[src/rtl/timer_pkg.sv]
// rtl/timer_pkg.sv - register map, CTRL field positions, mode codes and channel FSM states
package timer_pkg;

  localparam logic [1:0] REG_CTRL   = 2'd0;
  localparam logic [1:0] REG_PRESET = 2'd1;
  localparam logic [1:0] REG_COUNT  = 2'd2;
  localparam logic [1:0] REG_STATUS = 2'd3;

  localparam int CTRL_EN     = 0;
  localparam int CTRL_MODE   = 1;
  localparam int CTRL_IM     = 3;
  localparam int CTRL_PRESC  = 8;
  localparam int STATUS_PEND = 0;

  localparam logic [1:0] MODE_ONESHOT = 2'd0;
  localparam logic [1:0] MODE_AUTO    = 2'd1;

  typedef enum logic [1:0] {
    ST_IDLE,
    ST_LOAD,
    ST_CNT,
    ST_INT
  } timer_state_e;

  function automatic logic [31:0] merge_bytes(input logic [31:0] cur,
                                              input logic [31:0] nxt,
                                              input logic [3:0]  be);
    logic [31:0] res;
    res = cur;
    for (int b = 0; b < 4; b++) begin
      if (be[b]) res[8*b +: 8] = nxt[8*b +: 8];
    end
    return res;
  endfunction

endpackage

[src/rtl/timer_channel.sv]
// rtl/timer_channel.sv - one down-counter channel: prescaler, FSM, sticky pending flag
module timer_channel
  import timer_pkg::*;
#(
  parameter int CNT_W   = 32,
  parameter int PRESC_W = 8
) (
  input  logic        clk,
  input  logic        reset,
  input  logic        wr_ctrl,
  input  logic        wr_preset,
  input  logic        wr_status,
  input  logic [31:0] wdata,
  input  logic [3:0]  byteen,
  output logic [31:0] ctrl_rd,
  output logic [31:0] preset_rd,
  output logic [31:0] count_rd,
  output logic [31:0] status_rd,
  output logic        irq
);

  timer_state_e       state, state_nxt;
  logic               en, en_nxt;
  logic [1:0]         mode, mode_nxt;
  logic               im, im_nxt;
  logic [PRESC_W-1:0] presc, presc_nxt;
  logic [PRESC_W-1:0] presc_cnt, presc_cnt_nxt;
  logic [CNT_W-1:0]   preset, preset_nxt;
  logic [CNT_W-1:0]   count, count_nxt;
  logic               pend, pend_nxt;
  logic [31:0]        preset_ext, preset_merged;

  always_ff @(posedge clk or negedge reset) begin
    if (!reset) begin
      state     <= ST_IDLE;
      en        <= 1'b0;
      mode      <= MODE_ONESHOT;
      im        <= 1'b0;
      presc     <= '0;
      presc_cnt <= '0;
      preset    <= '0;
      count     <= '0;
      pend      <= 1'b0;
    end else begin
      state     <= state_nxt;
      en        <= en_nxt;
      mode      <= mode_nxt;
      im        <= im_nxt;
      presc     <= presc_nxt;
      presc_cnt <= presc_cnt_nxt;
      preset    <= preset_nxt;
      count     <= count_nxt;
      pend      <= pend_nxt;
    end
  end

  // A CPU write to CTRL byte 0 overrides the one-shot EN clear of the INT state.
  always_comb begin
    en_nxt    = en;
    mode_nxt  = mode;
    im_nxt    = im;
    presc_nxt = presc;
    if (state == ST_INT && mode != MODE_AUTO) en_nxt = 1'b0;
    if (wr_ctrl && byteen[0]) begin
      en_nxt   = wdata[CTRL_EN];
      mode_nxt = wdata[CTRL_MODE +: 2];
      im_nxt   = wdata[CTRL_IM];
    end
    if (wr_ctrl && byteen[1]) presc_nxt = wdata[CTRL_PRESC +: PRESC_W];
  end

  always_comb begin
    preset_ext              = '0;
    preset_ext[CNT_W-1:0]   = preset;
    preset_merged           = merge_bytes(preset_ext, wdata, byteen);
    preset_nxt              = wr_preset ? preset_merged[CNT_W-1:0] : preset;
  end

  // Setting from INT takes priority over a same-cycle W1C.
  always_comb begin
    pend_nxt = pend;
    if (wr_status && byteen[0] && wdata[STATUS_PEND]) pend_nxt = 1'b0;
    if (state == ST_INT) pend_nxt = 1'b1;
  end

  always_comb begin
    state_nxt     = state;
    count_nxt     = count;
    presc_cnt_nxt = presc_cnt;
    case (state)
      ST_IDLE: if (en) state_nxt = ST_LOAD;
      ST_LOAD: begin
        count_nxt     = preset;
        presc_cnt_nxt = '0;
        state_nxt     = ST_CNT;
      end
      ST_CNT: begin
        if (!en) begin
          state_nxt = ST_IDLE;
        end else if (presc_cnt == presc) begin
          presc_cnt_nxt = '0;
          if (count > CNT_W'(1)) begin
            count_nxt = count - CNT_W'(1);
          end else begin
            count_nxt = '0;
            state_nxt = ST_INT;
          end
        end else begin
          presc_cnt_nxt = presc_cnt + PRESC_W'(1);
        end
      end
      ST_INT: state_nxt = (mode == MODE_AUTO && en_nxt) ? ST_LOAD : ST_IDLE;
      default: state_nxt = ST_IDLE;
    endcase
  end

  always_comb begin
    ctrl_rd                        = '0;
    ctrl_rd[CTRL_EN]               = en;
    ctrl_rd[CTRL_MODE +: 2]        = mode;
    ctrl_rd[CTRL_IM]               = im;
    ctrl_rd[CTRL_PRESC +: PRESC_W] = presc;
    preset_rd                      = '0;
    preset_rd[CNT_W-1:0]           = preset;
    count_rd                       = '0;
    count_rd[CNT_W-1:0]            = count;
    status_rd                      = '0;
    status_rd[STATUS_PEND]         = pend;
  end

  assign irq = pend & im;

endmodule

[src/rtl/timer_array.sv]
// rtl/timer_array.sv - N-channel memory-mapped timer: address decode, read mux, irq aggregation
module timer_array
  import timer_pkg::*;
#(
  parameter int N_CH    = 2,
  parameter int CNT_W   = 32,
  parameter int PRESC_W = 8
) (
  input  logic            clk,
  input  logic            reset,
  input  logic [6:0]      addr,
  input  logic            we,
  input  logic [3:0]      byteen,
  input  logic [31:0]     wdata,
  output logic [31:0]     rdata,
  output logic [N_CH-1:0] irq,
  output logic            irq_any
);

  logic [2:0]  ch_sel;
  logic [1:0]  reg_sel;
  logic [1:0]  unused_addr_lsb;
  logic [31:0] ctrl_rd   [N_CH];
  logic [31:0] preset_rd [N_CH];
  logic [31:0] count_rd  [N_CH];
  logic [31:0] status_rd [N_CH];

  assign ch_sel          = addr[6:4];
  assign reg_sel         = addr[3:2];
  assign unused_addr_lsb = addr[1:0];

  // Channels that do not exist never match ch_sel, so their writes drop and reads return 0.
  for (genvar i = 0; i < N_CH; i++) begin : g_ch
    logic hit;
    assign hit = we && (ch_sel == 3'(i));

    timer_channel #(
      .CNT_W   (CNT_W),
      .PRESC_W (PRESC_W)
    ) u_channel (
      .clk       (clk),
      .reset     (reset),
      .wr_ctrl   (hit && reg_sel == REG_CTRL),
      .wr_preset (hit && reg_sel == REG_PRESET),
      .wr_status (hit && reg_sel == REG_STATUS),
      .wdata     (wdata),
      .byteen    (byteen),
      .ctrl_rd   (ctrl_rd[i]),
      .preset_rd (preset_rd[i]),
      .count_rd  (count_rd[i]),
      .status_rd (status_rd[i]),
      .irq       (irq[i])
    );
  end

  always_comb begin
    rdata = '0;
    for (int i = 0; i < N_CH; i++) begin
      if (ch_sel == 3'(i)) begin
        case (reg_sel)
          REG_CTRL:   rdata = ctrl_rd[i];
          REG_PRESET: rdata = preset_rd[i];
          REG_COUNT:  rdata = count_rd[i];
          REG_STATUS: rdata = status_rd[i];
        endcase
      end
    end
  end

  assign irq_any = |irq;

endmodule

[config.mk]
export PLATFORM = sky130hd
export DESIGN_NAME = timer_array
export DESIGN_NICKNAME = d
export VERILOG_FILES = /design/src/rtl/timer_pkg.sv /design/src/rtl/timer_channel.sv /design/src/rtl/timer_array.sv
export SDC_FILE = /design/constraint.sdc
export NUM_CORES = 1
export LEC_CHECK = 0
export ABC_AREA = 0
export ABC_CLOCK_PERIOD_IN_PS = 2500
export CAP_MARGIN = 10
export CORE_UTILIZATION = 55
export CTS_BUF_LIST = sky130_fd_sc_hd__clkbuf_4 sky130_fd_sc_hd__clkbuf_8 sky130_fd_sc_hd__clkbuf_16
export CTS_CLUSTER_SIZE = 10
export DETAILED_ROUTE_END_ITERATION = 8
export MAX_ROUTING_LAYER = met4
export PLACE_DENSITY = 0.71
export SYNTH_ARGS = -nofsm -noshare
export SYNTH_HDL_FRONTEND = slang
export SYNTH_HIERARCHICAL = 1
export SYNTH_SLANG_ARGS = --single-unit
[constraint.sdc]
create_clock -name clk -period 2.5 [get_ports clk]
set_input_delay 0.25 -clock clk [delete_from_list [all_inputs] [get_ports clk]]
set_output_delay 0.25 -clock clk [all_outputs]
set_load 0.005 [all_outputs]
==> summary.txt <==
Routing
  • Remaining DRCs: 0
  • DR vias/cell: roughly 6.2
  • Pre-Repair DR Iteration Count: 5
  • Routed WL per cell: ~22 um
  • Post-DRT Antenna Nets: 0
  • Vias: 9321
  • Final WL: between 30000 and 40000 um
  • 1st-iter DRT viols: ~870

Placement
  • GPL Wtd Cong: approximately 0.9
  • Post-Place Cells: ~1500
  • Setup Slack @ Placement: ~18 ps
  • Dpl hpwl: 24100 um
  • Placed inst area: between 10000 and 15000 sq um
  • PortBufs: 78

Timing
  • TNS Setup: 0 ps
  • Clock skew: between 15 and 20 ps
  • Final setup viols: 0
  • Slew @ Worst Pin: between 600 and 700 ps
  • Max-slew violations: 0
  • Unrepaired setup endpoints after global routing: false
  • Relative slew slack: 0.553
  • Final setup margin: 39.8 ps
  • Min Clock Period, post-route: between 2000 and 2500 ps
  • Final period utilization: 0.984
  • Final hold vios: 0
  • Max Clock Freq: a little over 400 MHz

Global route
  • First-pass GRT wire length: between 50000 and 60000 um
  • Pin count of the biggest net entering global routing: 66
  • Vias in the first global route: 8863
  • Met2 GRT Util: 0.501
  • Met3 Use GR: 0.0399
  • Top Usage Layer GRT: met2
  • Congestion Overflow GR: 0
  • Total track usage: 0.318
  • M1 GR Usage: 0.430
  • Antenna violations before repair: 0

Die
  • Starting density of the core: 0.562
  • Die H: approximately 150 um
  • Die Area: approximately 22000 sq um
  • Core area: around 21000 sq um
  • Boundary pin count: 81
  • Row Count: 53
  • Die W: between 100 and 150 um

Power and ir drop
  • Peak VDD IR: around 0.56 mV
  • Clock power share: 0.206
  • Power, Total: 13200 uW
  • Seq pwr share: 0.340
  • Net switching power: between 5000 and 6000 uW
  • Switching Share: 0.415
  • Leak Pwr: 0.00603 uW
  • Combinational Power Share: 0.454
  • Internal: ~7700 uW
  • Pwr dens: between 900 and 1000 nW/um^2

Logic synthesis
  • Async SR Flop Fraction: 1.00
  • Synth warnings: 6
  • Post-synth EDFFs: 0
  • Synth area leader: dfrtp_1
  • Xor and xnor fraction of the mapped netlist area: 0.0148
  • Sequential fraction of the synthesis area: 0.369
  • Largest family of logic cells by synthesized area: multiplexers
  • Post-Synth Adder-Cell Area: 0.00636
  • Post-synthesis mux area share: 0.210
  • Compound-Gate Fraction of Synth Area: 0.162
  • Top cells by area, synth: dfrtp_1 37%, mux4_2 10%, mux2_2 8.2%
  • Mapped Area: around 12000 sq um
  • Cells after Synth: ~1100
  • Primary FF master, synth: dfrtp_1
  • Distinct cells, synth: 65
  • Synth Area in Simple Gates: 0.131
  • Post-synth top area share: 0.369
  • Syn_area_per_cell: around 11 sq um
  • Post-synthesis register bit count: approximately 170

Worst setup path
  • Crit path largest cell delay: approximately 530 ps
  • Critical path class: in -> out
  • Levels on crit path: 5
  • Arr. time, crit path: 2210 ps
  • CP dominant cell by count: clkdlybuf4s50_1
  • Worst path buffer plus inverter count: 3
  • CP endpoint kind: output pin
  • Crit path max-delay family: buffers and inverters
  • Crit path cell chain: clkdlybuf4s50_1, nor3b_2, buf_4, a22o_1, clkdlybuf4s50_1
  • CP max stage cell: clkdlybuf4s50_1
  • Worst Reg-to-Reg Cells: 7
  • CP startpoint kind: primary input
  • Crit Path Max Fanout: 31
  • Worst path required time: roughly 2300 ps

Clock tree
  • Clock latency on the worst-skew pair: 440 ps
  • H-tree depth: 4
  • CTS sink count: between 150 and 200
  • Clk root buf: clkbuf_16
  • Worst-path clk slew: ~70 ps
  • Clock Path Buffers: 2
  • CTS tree: done
  • Num CTS Buffers: 17

Cells and area
  • Area grow syn2layout: 14.4%
  • Layout cell share with drive strength beyond 1: 0.241
  • Register area: about 4400 sq um
  • Fin cells: approximately 1500
  • Layout fillers: approximately 1700
  • Fin area: between 10000 and 15000 sq um
  • Final net count: 1256
  • Multi-input gate area: 6610 sq um
  • Number of inserted diodes: 0

Hold path
  • Hold Path Class: in -> async

Status
  • Status: completed

Flow run
  • Max_cap viols: 0
cell usage after synthesis (8+ instances only):
master,n
o21ai_1,38
nand3_1,25
nor2_1,49
clkbuf_1,34
mux4_1,9
o31ai_1,14
dfrtp_1,174
o41ai_1,8
buf_4,110
buf_6,13
o2bb2ai_1,10
o22ai_1,8
nand2_1,83
inv_1,22
mux2_2,86
a21oi_1,22
nor4_1,10
xor2_1,18
o31a_1,8
or3_1,15
nor3_1,38
buf_2,11
a221o_1,10
and2_1,10
mux4_2,53
a22o_1,61
a32oi_1,8
o21ai_0,25
mux2i_1,8
and4_1,8
timing repair:
item	4_1_cts	5_1_grt
gates resized for setup	0	4
setup buffers	0	0
endpoints found under the hold margin	62	0
hold buffers	1	0
setup endpoints to repair	0	11
cell usage in the layout, fill, tap and decap left out, types with 10 or more instances in the layout:
cell,Yosys,routed
mux4_2,53,53
o21ai_0,25,25
buf_4,110,76
o2bb2ai_1,10,10
a21oi_1,22,22
nor3_1,38,37
inv_1,22,22
clkdlybuf4s50_1,0,74
clkbuf_16,0,17
o31ai_1,14,14
nor2_1,49,49
o21ai_1,38,38
a22o_1,61,61
nand3_1,25,25
xor2_1,18,18
conb_1,2,102
a221o_1,10,10
or3_1,15,15
mux2_2,86,86
and2_1,10,10
nand2_1,83,83
dfrtp_1,174,174
logic make-up after synthesis:
logic type	count (synthesis)
AOI/OAI and AO/OA	254
muxes	156
xor gates and xnor gates	20
other	2
DFF	174
and+or+nand+nor	288
adders and majority gates	6
buffers and inverters	194
registers in the layout, summed over array words and instances (netlist names):
| name | flops |
|---|---|
| g_ch.u_channel/en | 2 |
| g_ch.u_channel/state | 4 |
| g_ch.u_channel/mode | 4 |
| g_ch.u_channel/presc | 16 |
| g_ch.u_channel/im | 2 |
| g_ch.u_channel/pend | 2 |
| g_ch.u_channel/presc_cnt | 16 |
| g_ch.u_channel/preset_rd | 64 |
| g_ch.u_channel/count_rd | 64 |
final cells by class:
class                           instances  share of cell area
Multi-Input combinational cell        826               0.489
Sequential cell                       174               0.322
Timing Repair Buffer                  163               0.113
Clock buffer                           17              0.0315
Tap cell                              275              0.0255
Clock inverter                         15              0.0124
Inverter                               22             0.00611
stage by stage:
stage	utilization	hold WS, ps
after floorplan	-	-45.6
after CTS	0.642	396
after detailed placement	0.613	292
after global placement	0.613	292
after global routing	0.643	413
final	0.643	379
final timing paths:
kind	startpoint	endpoint	slack [ps]
max reg2reg	g_ch[0].u_channel/presc_cnt[1]	g_ch[0].u_channel/count_rd[20]	120
min reg2reg	g_ch[1].u_channel/pend	g_ch[1].u_channel/pend	520
min in group clk	wdata[29]	g_ch[0].u_channel/preset_rd[29]	470
min	reset	g_ch[0].u_channel/presc[5]	380
max in group asynchronous	reset	g_ch[1].u_channel/count_rd[29]	1400
max	addr[4]	rdata[5]	40
layer usage:
| metal | vias to the layer above | part of all wire | wire [um] |
|---|---|---|---|
| li1 | 4199 | - | - |
| met1 | 4755 | 0.44 | 14300 |
| met2 | 323 | 0.50 | 16300 |
| met3 | 44 | 0.048 | 1580 |
| met4 | 0 | 0.019 | 624 |
| met5 | - | 0 | 0 |
power groups by stage:
stage	registers (uW)	clock network [uW]	logic (uW)
2_1_floorplan	4200	0	4100
3_3_place_gp	4460	0	5730
3_5_place_dp	4470	0	5820
4_1_cts	4440	2760	5880
5_1_grt	4560	2860	6440
6_report	4470	2710	5970
Note: power is estimated with default switching activity, not from simulation.
